--- config.mk ---
export PLATFORM = sky130hd
export DESIGN_NAME = alu_op_decoder
export DESIGN_NICKNAME = d
export VERILOG_FILES = /design/src/rtl/alu_op_decoder.sv
export SDC_FILE = /design/constraint.sdc
export NUM_CORES = 1
export LEC_CHECK = 0
export ABC_AREA = 1
export CORE_AREA = 2 2 39 41
export CTS_CLUSTER_SIZE = 28
export DETAILED_ROUTE_END_ITERATION = 7
export DIE_AREA = 0 0 41 43
export PLACE_DENSITY = 0.62
export SYNTH_ARGS = -nofsm -noshare
export SYNTH_HDL_FRONTEND = slang
export SYNTH_SLANG_ARGS = --single-unit
--- constraint.sdc ---
create_clock -name clk -period 1.15 [get_ports clk]
set_input_delay 0.23 -clock clk [delete_from_list [all_inputs] [get_ports clk]]
set_output_delay 0.23 -clock clk [all_outputs]
set_load 0.01 [all_outputs]
--- src/rtl/alu_op_decoder.sv ---
// MIPS ALU control decode: combinational select (0 cycles) plus an En-gated registered copy (1 cycle).
// No backpressure; En=0 holds the registered outputs, and a synchronous reset clears them.
module alu_op_decoder (
  input  logic       clk,
  input  logic       reset,
  input  logic [1:0] ALUOp,
  input  logic [5:0] Funct,
  input  logic       En,
  output logic [2:0] ALUControl,
  output logic       Illegal,
  output logic [2:0] ALUControlQ,
  output logic       IllegalQ,
  output logic       IllegalSticky
);

  localparam logic [2:0] CTL_AND = 3'b000;
  localparam logic [2:0] CTL_OR  = 3'b001;
  localparam logic [2:0] CTL_ADD = 3'b010;
  localparam logic [2:0] CTL_SUB = 3'b110;
  localparam logic [2:0] CTL_SLT = 3'b111;

  localparam logic [5:0] FN_ADD = 6'b100000;
  localparam logic [5:0] FN_SUB = 6'b100010;
  localparam logic [5:0] FN_AND = 6'b100100;
  localparam logic [5:0] FN_OR  = 6'b100101;
  localparam logic [5:0] FN_SLT = 6'b101010;

  // Unsupported R-type functs fall back to ADD so the datapath never sees an undefined select.
  always_comb begin
    ALUControl = CTL_ADD;
    Illegal    = 1'b0;
    case (ALUOp)
      2'b00: ALUControl = CTL_ADD;
      2'b01: ALUControl = CTL_SUB;
      default: begin
        case (Funct)
          FN_ADD:  ALUControl = CTL_ADD;
          FN_SUB:  ALUControl = CTL_SUB;
          FN_AND:  ALUControl = CTL_AND;
          FN_OR:   ALUControl = CTL_OR;
          FN_SLT:  ALUControl = CTL_SLT;
          default: begin
            ALUControl = CTL_ADD;
            Illegal    = 1'b1;
          end
        endcase
      end
    endcase
  end

  always_ff @(posedge clk) begin
    if (reset) begin
      ALUControlQ   <= CTL_AND;
      IllegalQ      <= 1'b0;
      IllegalSticky <= 1'b0;
    end else if (En) begin
      ALUControlQ   <= ALUControl;
      IllegalQ      <= Illegal;
      IllegalSticky <= IllegalSticky | Illegal;
    end
  end

endmodule

==> qor.csv, run 1 <==
stage,metric,value,unit
sta,timing.final.crit_share,101,%
sta,period_minus_slack,1.16,ns
detailed_routing,viasPerCell,4.38,
sta,rsz0062_at_grt,true,
synthesis,yosys_warnings,0,
sta,worst_pin_slew,0.191,ns
synthesis,synth.area.top_cells,"dfxtp_1 31%, inv_1 10%, nor2_1 10%",
worst_setup_path,crit_path_start_kind,input pin,
sta,setup_violations,1,
die,coreArea,0.00138,mm2
finish,syn2layout_area_growth,132,%
clock_network,clock_sinks,5,
flow_run,drv_cap,0,
worst_setup_path,required,0.92,ns
worst_setup_path,arrival,0.93,ns
global_route,grt_pass1_vias,434,
synthesis,synth_cell_type_count,15,
power_and_ir_drop,ir_drop,242,uV
synthesis,syn_avg_cell_area,6.51,um2
power_and_ir_drop,swShare,28.1,%
synthesis,syn_area,325,um2
clock_network,cts_buffers,3,
sta,fmax,860,MHz
worst_setup_path,crit_type,in -> out,
detailed_routing,ant_nets,0,
place,placed_area,611,um2
detailed_routing,route.detailed.drc,0,
finish,n_antenna_cell,0,
worst_setup_path,slowest_stage,buf_2,
finish,mostFrequentLayoutCell,buf_4,
outcome,status,finished with violations,
place,gp_congestion,0.659,
die,die_h,43,um
detailed_routing,initialDrtViolationCount,9,
power_and_ir_drop,seq_power_share,32.9,%
clock_network,clockBufferDepth,2,
die,num_io_pins,20,
clock_network,htree_levels,1,
die,fp.dieW,41,um
power_and_ir_drop,finalPower,579,uW
outcome,violations,setup timing,
min_path,hold_path_class,in -> reg,
detailed_routing,dr_total_vias,456,
sta,setup_tns,-0.0122,ns
finish,layout_common_cells,"11 x buf_4, 9 x buf_6, 6 x nor2_1, 5 x dfxtp_1, 5 x dlygate4sd2_1",
synthesis,mappedNetlistNets,61,
synthesis,synth_top_cell_by_area,dfxtp_1,
power_and_ir_drop,leakage,0.000395,uW
clock_network,root_buffer,clkbuf_4,
worst_setup_path,cp_max_fo,3,
finish,fillers,155,
place,place_inst,95,
sta,clock_skew,0,ns
die,start_util,23.5,%
finish,nets,100,
global_route,gr-total-overflow,0,
power_and_ir_drop,internal_power,416,uW
place,post-dp-hpwl,686,um
synthesis,syn_inst,50,
detailed_routing,wl_per_cell,9.87,um
power_and_ir_drop,p_per_area,768,mW/mm2
worst_setup_path,cp_top_family,buffers and inverters,
global_route,grt_pass1_wl,1540,um
finish,final_area,753,um2
global_route,grt_start_max_net_pins,6,
global_route,grt_use_total,12.5,%
worst_setup_path,crit_path_end_kind,output pin,
power_and_ir_drop,p_sw,163,uW
worst_setup_path,cp_cell_sequence,"buf_8, inv_8, nand2_4, nor2_4, buf_6, nor2_4, nor2_2, buf_2",
die,dieArea,0.00176,mm2
clock_network,clk_pin_slew,0.05,ns
finish,fin_cells,104,
clock_network,cts_tree,done,
detailed_routing,wl,1030,um
global_route,antenna_found_initial,0,
sta,drv_slew,0,
worst_setup_path,path_common_cell,nor2_4,
die,num_rows,14,
clock_network,insertion_delay,0.24,ns
sta,hold_viol,0,
finish,multiInputGateArea,236,um2
power_and_ir_drop,clkPwrFrac,34.9,%
sta,max_slew_margin,87.2,%
clock_network,cts_hold_buf,0,
detailed_routing,firstDrtPassIters,4,
finish,drive_gt1_share,61.4,%
synthesis,synth_top_area_share,30.8,%
synthesis,seq_area_frac_synth,30.8,%
worst_setup_path,cp_slowest_stage_delay,0.14,ns
finish,final-seq-area,100,um2
place,port_buffers,19,
power_and_ir_drop,p_comb_share,32.2,%
synthesis,ys_ff_latch,5,
sta,setup_slack,-0.0122,ns
worst_setup_path,path_buf_inv,4,
repair_timing:
item,4_1_cts,5_1_grt
setup endpoints to repair,14,4
resized for setup,69,20
endpoints found under the hold margin,0,0
pin swaps,14,8
buffers inserted,5,0
Yosys cell counts (all sizes together):
| cell | n |
|---|---|
| inv | 12 |
| dfxtp | 5 |
| a21oi | 3 |
| o21ai | 2 |
| o21bai | 1 |
| nor2 | 14 |
| nand3 | 3 |
| nand2 | 7 |
| nor4 | 1 |
| nand4 | 2 |
power by group through the flow:
stage	registers, uW	logic, uW	clock network (uW)
after CTS	191	169	206
final	190	186	202
after floorplan	199	50.0	0
after global routing	192	202	222
after detailed placement	194	157	0
after global placement	193	155	0
worst register-to-register path: cells and delay by family, from the launching register on:
family | cells | cell delay (ns)
AOI/OAI and AO/OA | 1 | 0.09
buffers and inverters | 1 | 0.06
DFF | 1 | 0.30
and+or+nand+nor | 2 | 0.14
sequential cells by signal (all words and copies together), names as in the netlist:
signal	count
IllegalSticky	1
IllegalQ	1
ALUControlQ	3
area by class of cell:
class                   count  area share (%)
repair buffers             34            41.2
multi-input cells          33            31.4
well taps                  16            2.66
inverters                  12            7.97
flip-flops and latches      5            13.3
clock buffers               4            3.49
logic make-up (layout without fill, tap and decap cells):
group | Yosys count | count (layout) | synth area share [%]
flip-flops | 5 | 5 | 30.8
AND/OR/NAND/NOR | 27 | 27 | 45.4
AO/OA/AOI/OAI | 6 | 6 | 10.0
buffers and inverters | 12 | 50 | 13.8
layer usage:
layer  vias up  share of wire, %  global-route usage (%)
met5         -                 0                       0
met4         0                 0                    4.00
met3         0               9.0                    3.66
met2        19                55                    23.1
met1       205                36                    12.1
li1        232                 -                       -
metrics by stage:
stage	hold slack [ns]	utilization, %	setup WS [ns]
2_1_floorplan	0.299	-	0.0936
3_3_place_gp	0.440	44.1	-0.865
3_5_place_dp	0.449	44.1	-0.852
4_1_cts	0.452	50.9	-0.0497
5_1_grt	0.437	54.4	-0.0427
6_report	0.429	54.4	-0.0122
final timing paths:
path | depth (start not counted) | slack (ns) | startpoint | end
min reg2reg | 2 | 0.45 | IllegalSticky | IllegalSticky
max | 8 | -0.01 | Funct[2] | ALUControl[2]
max reg2reg | 4 | 0.45 | ALUControlQ[2] | ALUControlQ[2]
min | 5 | 0.43 | ALUOp[1] | ALUControlQ[1]
Note: power is estimated with default switching activity, not from simulation.
==> inputs of run 2 (changes only) <==
- clock period: 1.15 -> 1.35 ns (I/O delays scaled with it)
==> run 2 against run 1 <==
Effect of this change: the run now ends clean; power down 21%; routed wire length down 18%; non-clock buffer count down 2; cell count down 1.9%; clock skew unchanged; clock power down 16%; via count down 5.0%; first-iteration DRC count down 89%; worst setup slack better by 0.060 ns; global-route usage down 1.4 points; core utilization down 8.0 points.
==> qor.csv, run 2 (same netlist as run 1, synthesis figures left out) <==
stage,metric,value,unit,change
place,port_buffers,19,,unchanged
finish,regMostFlops,ALUControlQ,,unchanged
die,num_rows,14,,unchanged
die,die_h,43,um,unchanged
detailed_routing,route.detailed.drc,0,,unchanged
clock_network,clock_sinks,5,,unchanged
power_and_ir_drop,p_comb_share,27.8,%,was 32.2%
clock_network,cts_tree,done,,unchanged
finish,postLayoutCoreUtil,46.5,%,was 54.4%
worst_setup_path,cp_top_family,buffers and inverters,,unchanged
detailed_routing,ant_nets,0,,unchanged
finish,nets,98,,was 100
clock_network,root_buffer,clkbuf_4,,unchanged
power_and_ir_drop,swShare,26.8,%,was 28.1%
min_path,hold_path_class,reg -> reg,,was in -> reg
finish,largest_reg_flops,3,,unchanged
global_route,grt_use_total,11.1,%,was 12.5%
worst_setup_path,path_buf_inv,2,,was 4
place,post-dp-hpwl,646,um,was 686 um
finish,n_antenna_cell,0,,unchanged
power_and_ir_drop,p_sw,122,uW,was 163 uW
die,start_util,23.5,%,unchanged
sta,rsz0062_at_grt,false,,was true
clock_network,cts_hold_buf,0,,unchanged
sta,clock_skew,0,ns,unchanged
clock_network,clockBufferDepth,2,,unchanged
power_and_ir_drop,internal_power,335,uW,was 416 uW
detailed_routing,firstDrtPassIters,4,,unchanged
place,placed_area,596,um2,was 611 um2
outcome,status,"finished, final reports clean",,was finished with violations
worst_setup_path,cp_slowest_stage_delay,0.46,ns,was 0.14 ns
die,fp.dieW,41,um,unchanged
sta,max_slew_margin,84.2,%,was 87.2%
power_and_ir_drop,seq_power_share,35.3,%,was 32.9%
sta,period_minus_slack,1.30,ns,
flow_run,drv_cap,0,,unchanged
die,coreArea,0.00138,mm2,unchanged
detailed_routing,wl,846,um,was 1030 um
global_route,gr-total-overflow,0,,unchanged
finish,mostFrequentLayoutCell,buf_4,,unchanged
detailed_routing,initialDrtViolationCount,1,,was 9
power_and_ir_drop,clkPwrFrac,36.8,%,was 34.9%
finish,largestRegisters,"ALUControlQ: 3 flops, IllegalQ: 1 flops, IllegalSticky: 1 flops",,unchanged
sta,worst_pin_slew,0.236,ns,was 0.191 ns
sta,timing.final.crit_share,96.5,%,
clock_network,insertion_delay,0.24,ns,about the same
sta,setup_violations,0,,was 1
sta,drv_slew,0,,unchanged
sta,fmax,768,MHz,
power_and_ir_drop,p_per_area,712,mW/mm2,was 768 mW/mm2
die,dieArea,0.00176,mm2,unchanged
detailed_routing,wl_per_cell,8.29,um,was 9.87 um
global_route,antenna_found_initial,0,,unchanged
sta,whs,0.441,ns,was 0.429 ns
detailed_routing,viasPerCell,4.25,,was 4.38
worst_setup_path,cp_max_fo,2,,was 3
global_route,grt_start_max_net_pins,7,,was 6
finish,final_area,643,um2,was 753 um2
die,num_io_pins,20,,unchanged
finish,syn2layout_area_growth,97.7,%,was 132%
power_and_ir_drop,leakage,0.000342,uW,was 0.000395 uW
worst_setup_path,cp_cell_sequence,"clkdlybuf4s50_1, nor2_1, nor2_2, buf_2",,"was buf_8, inv_8, nand2_4, nor2_4, buf_6, nor2_4, nor2_2, buf_2"
worst_setup_path,arrival,1.03,ns,was 0.93 ns
clock_network,cts_buffers,3,,unchanged
worst_setup_path,required,1.08,ns,was 0.92 ns
detailed_routing,dr_total_vias,433,,was 456
worst_setup_path,slowest_stage,clkdlybuf4s50_1,,was buf_2
worst_setup_path,crit_type,in -> out,,unchanged
clock_network,htree_levels,1,,unchanged
finish,drive_gt1_share,51.2,%,was 61.4%
power_and_ir_drop,finalPower,458,uW,was 579 uW
place,gp_congestion,0.657,,was 0.659
worst_setup_path,crit_path_end_kind,output pin,,unchanged
finish,layout_common_cells,"12 x buf_4, 9 x buf_2, 8 x nor2_1, 6 x inv_1, 6 x dlygate4sd2_1",,"was 11 x buf_4, 9 x buf_6, 6 x nor2_1, 5 x dfxtp_1, 5 x dlygate4sd2_1"
sta,hold_viol,0,,unchanged
clock_network,clk_pin_slew,0.04,ns,was 0.05 ns
power_and_ir_drop,ir_drop,264,uV,was 242 uV
global_route,grt_pass1_wl,1340,um,was 1540 um
worst_setup_path,crit_path_start_kind,input pin,,unchanged
global_route,grt_pass1_vias,386,,was 434
## run 2: changes by cell type in the layout (fill, tap and decap cells not counted), moves of 2 or more
cell / previous run / this run
inv_1: 4 / 6
nand2_4: 2 / 0
buf_2: 3 / 9
buf_6: 9 / 2
buf_8: 2 / 0
nand2_1: 2 / 5
nor2_1: 6 / 8
inv_4: 3 / 1
## run 2: layer usage
metal  vias to the layer above  wire [um]  share of wire (%)  track usage, %
li1                        226          -                  -               -
met2                        26        403                 48            17.8
met4                         0         14                1.7            6.00
met5                         -          0                  0               0
met1                       178        319                 38            12.5
met3                         3        107                 13            3.14
## run 2: final timing paths
check	from	cells past startpoint	end	slack (ns)
worst min register to register	IllegalSticky	2	IllegalSticky	0.44
worst max-delay path	ALUOp[0]	4	ALUControl[2]	0.05
worst min-delay path	IllegalSticky	2	IllegalSticky	0.44
worst max register to register	ALUControlQ[2]	4	ALUControlQ[2]	0.69
## run 2: area by class of cell
type | count | area (um2)
flip-flops and latches | 5 | 100
repair buffers | 32 | 240
well taps | 16 | 20.0
multi-input cells | 33 | 209
fillers | 162 | 741
inverters | 12 | 47.5
clock buffers | 4 | 26.3
## run 2: worst register-to-register path, stage by stage (launching register included)
cell     delay [ns]
dfxtp_1        0.30
nor2_1         0.10
nor2_1         0.05
o21ai_1        0.07
inv_1          0.04
## run 2: timing repair
| action | in CTS | in global routing |
|---|---|---|
| gates resized for setup | 49 | 9 |
| setup endpoints to repair | 9 | 3 |
| endpoints found under the hold margin | 0 | 0 |
| pin swaps | 9 | 5 |
| buffers inserted | 5 | 0 |
## run 2: power groups by stage
stage                     clock network, uW  registers [uW]  logic, uW
after CTS                               176             162        124
after detailed placement                  0             165        129
after floorplan                           0             170       42.6
after global placement                    0             164        128
final                                   169             162        127
after global routing                    187             163        141
## run 2: through the flow
stage,cells,TNS (ns),setup WS (ns)
2_1_floorplan,50,0,0.214
3_3_place_gp,93,-3.45,-0.746
3_5_place_dp,93,-3.56,-0.744
4_1_cts,102,0,0.000676
5_1_grt,102,0,0.00585
6_report,102,0,0.0478
==> inputs of run 3 (changes only) <==
- CELL_PAD_IN_SITES_DETAIL_PLACEMENT: default -> 1
- CELL_PAD_IN_SITES_GLOBAL_PLACEMENT: default -> 1
- CORE_AREA: 2 2 39 41 -> 3 3 42 44
- DIE_AREA: 0 0 41 43 -> 0 0 45 47
- PLACE_DENSITY: 0.62 -> 0.79
- RECOVER_POWER: default -> 25
==> run 3 against run 2 <==
Effect of this change: via count increased by 6.0%; critical path depth is the same; clock skew stayed put; critical endpoint unchanged; core utilization up 1.7 points; first-iteration DRC count grew to 3.0 times the previous value; routed wire length up 43%; clock power barely moved; sequential cell count did not move.
==> qor.csv, run 3 (same netlist as run 1, synthesis figures left out) <==
stage,metric,value,unit,change
sta,timing.final.crit_share,98.4,%,was 96.5%
outcome,status,"finished, final reports clean",,unchanged
clock_network,htree_levels,1,,unchanged
power_and_ir_drop,clkPwrFrac,35.3,%,was 36.8%
finish,layout_common_cells,"12 x buf_4, 8 x buf_6, 7 x nor2_1, 6 x inv_2, 6 x dlygate4sd2_1",,"was 12 x buf_4, 9 x buf_2, 8 x nor2_1, 6 x inv_1, 6 x dlygate4sd2_1"
worst_setup_path,crit_type,in -> out,,unchanged
sta,setup_slack,0.0221,ns,was 0.0478 ns
sta,clock_skew,0,ns,unchanged
detailed_routing,dr_total_vias,459,,was 433
clock_network,clk_pin_slew,0.04,ns,about the same
worst_setup_path,arrival,1.06,ns,was 1.03 ns
power_and_ir_drop,seq_power_share,33.4,%,was 35.3%
detailed_routing,route.detailed.drc,0,,unchanged
place,gp_congestion,0.722,,was 0.657
worst_setup_path,cp_slowest_stage_delay,0.47,ns,was 0.46 ns
place,port_buffers,19,,unchanged
finish,largest_reg_flops,3,,unchanged
place,post-dp-hpwl,801,um,was 646 um
global_route,grt_start_max_net_pins,7,,unchanged
worst_setup_path,crit_path_end_kind,output pin,,unchanged
die,die_h,47,um,was 43 um
sta,period_minus_slack,1.33,ns,was 1.30 ns
finish,largestRegisters,"ALUControlQ: 3 flops, IllegalQ: 1 flops, IllegalSticky: 1 flops",,unchanged
detailed_routing,wl_per_cell,11.8,um,was 8.29 um
sta,setup_violations,0,,unchanged
worst_setup_path,r2r_slack,0.66,ns,was 0.69 ns
global_route,grt_pass1_vias,425,,was 386
clock_network,clock_sinks,5,,unchanged
clock_network,cts_hold_buf,0,,unchanged
detailed_routing,wl,1210,um,was 846 um
sta,drv_slew,0,,unchanged
finish,drive_gt1_share,56.3,%,was 51.2%
finish,syn2layout_area_growth,118,%,was 97.7%
finish,final_area,709,um2,was 643 um2
detailed_routing,initialDrtViolationCount,3,,was 1
power_and_ir_drop,leakage,0.000371,uW,was 0.000342 uW
sta,fmax,753,MHz,was 768 MHz
detailed_routing,ant_nets,0,,unchanged
place,pre_cts_ws,-0.757,ns,was -0.744 ns
die,num_io_pins,20,,unchanged
worst_setup_path,slowest_stage,clkdlybuf4s50_1,,unchanged
global_route,grt_pass1_wl,1700,um,was 1340 um
power_and_ir_drop,p_sw,136,uW,was 122 uW
clock_network,cts_tree,done,,unchanged
sta,max_slew_margin,83.3,%,was 84.2%
global_route,antenna_found_initial,0,,unchanged
finish,regMostFlops,ALUControlQ,,unchanged
worst_setup_path,cp_cell_sequence,"clkdlybuf4s50_1, nor2_1, nor2_2, buf_2",,unchanged
global_route,gr-total-overflow,0,,unchanged
clock_network,clockBufferDepth,2,,unchanged
worst_setup_path,crit_path_start_kind,input pin,,unchanged
global_route,grt_use_total,11.5,%,was 11.1%
power_and_ir_drop,internal_power,349,uW,was 335 uW
power_and_ir_drop,swShare,28.1,%,was 26.8%
worst_setup_path,required,1.08,ns,about the same
die,num_rows,14,,unchanged
power_and_ir_drop,ir_drop,221,uV,was 264 uV
die,fp.dieW,45,um,was 41 um
sta,worst_pin_slew,0.250,ns,was 0.236 ns
die,start_util,22.1,%,was 23.5%
clock_network,insertion_delay,0.24,ns,about the same
finish,postLayoutCoreUtil,48.2,%,was 46.5%
finish,nets,99,,was 98
finish,mostFrequentLayoutCell,buf_4,,unchanged
worst_setup_path,cp_top_family,buffers and inverters,,unchanged
worst_setup_path,path_buf_inv,2,,unchanged
finish,n_antenna_cell,0,,unchanged
die,coreArea,0.00147,mm2,was 0.00138 mm2
min_path,hold_path_class,reg -> reg,,unchanged
place,placed_area,588,um2,was 596 um2
die,dieArea,0.00212,mm2,was 0.00176 mm2
clock_network,cts_buffers,3,,unchanged
sta,hold_viol,0,,unchanged
power_and_ir_drop,p_per_area,684,mW/mm2,was 712 mW/mm2
power_and_ir_drop,p_comb_share,31.3,%,was 27.8%
clock_network,root_buffer,clkbuf_4,,unchanged
detailed_routing,firstDrtPassIters,2,,was 4
flow_run,drv_cap,0,,unchanged
worst_setup_path,cp_max_fo,2,,unchanged
detailed_routing,viasPerCell,4.46,,was 4.25
run 3: cell count changes in the layout (fill, tap and decap cells not counted), sizes merged:
cell / previous run / this run
clkdlybuf4s50: 3 / 2
buf: 23 / 24
dlygate4sd3: 0 / 1
run 3: per-layer routing:
metal,part of all wire [%],vias up,track usage [%]
met2,54,19,20.6
met1,37,208,11.6
met4,0.41,0,8.77
met3,8.8,2,2.68
li1,-,230,-
met5,0,-,0
run 3: worst reg2reg max path: stages, from the launching register on:
cell	delay, ns
dfxtp_1	0.30
nor2_1	0.11
nor2_1	0.05
o21ai_1	0.08
inv_1	0.05
run 3: power groups by stage:
stage / Combinational [uW] / Sequential (uW) / Clock, uW
after floorplan: 42.6 / 170 / 0
after global placement: 127 / 165 / 0
after detailed placement: 130 / 165 / 0
after CTS: 126 / 162 / 183
after global routing: 165 / 163 / 195
final: 152 / 162 / 171
run 3: cell type report:
class                   instances  area, um2
flip-flops and latches          5        100
well taps                      16       20.0
fillers                       196        762
multi-input cells              33        230
inverters                      12       50.0
clock buffers                   4       26.3
repair buffers                 33        283
run 3: repair_timing:
action,4_1_cts,5_1_grt
gates resized for setup,55,20
setup endpoints to repair,9,4
pin swaps,7,11
buffers inserted,6,2
run 3: through the flow:
step,TNS (ns),cells,total power (uW),hold WS (ns)
5_1_grt,-0.0234,103,523,0.491
4_1_cts,0,102,471,0.455
3_5_place_dp,-3.58,92,295,0.451
2_1_floorplan,0,50,212,0.339
3_3_place_gp,-3.38,92,292,0.443
6_report,0,103,486,0.449
run 3: final timing paths:
path / from / to / depth (start not counted)
hold reg to reg: IllegalSticky / IllegalSticky / 2
setup reg to reg: ALUControlQ[2] / ALUControlQ[2] / 4
setup / recovery: ALUOp[0] / ALUControl[2] / 4
hold / removal: IllegalSticky / IllegalSticky / 2
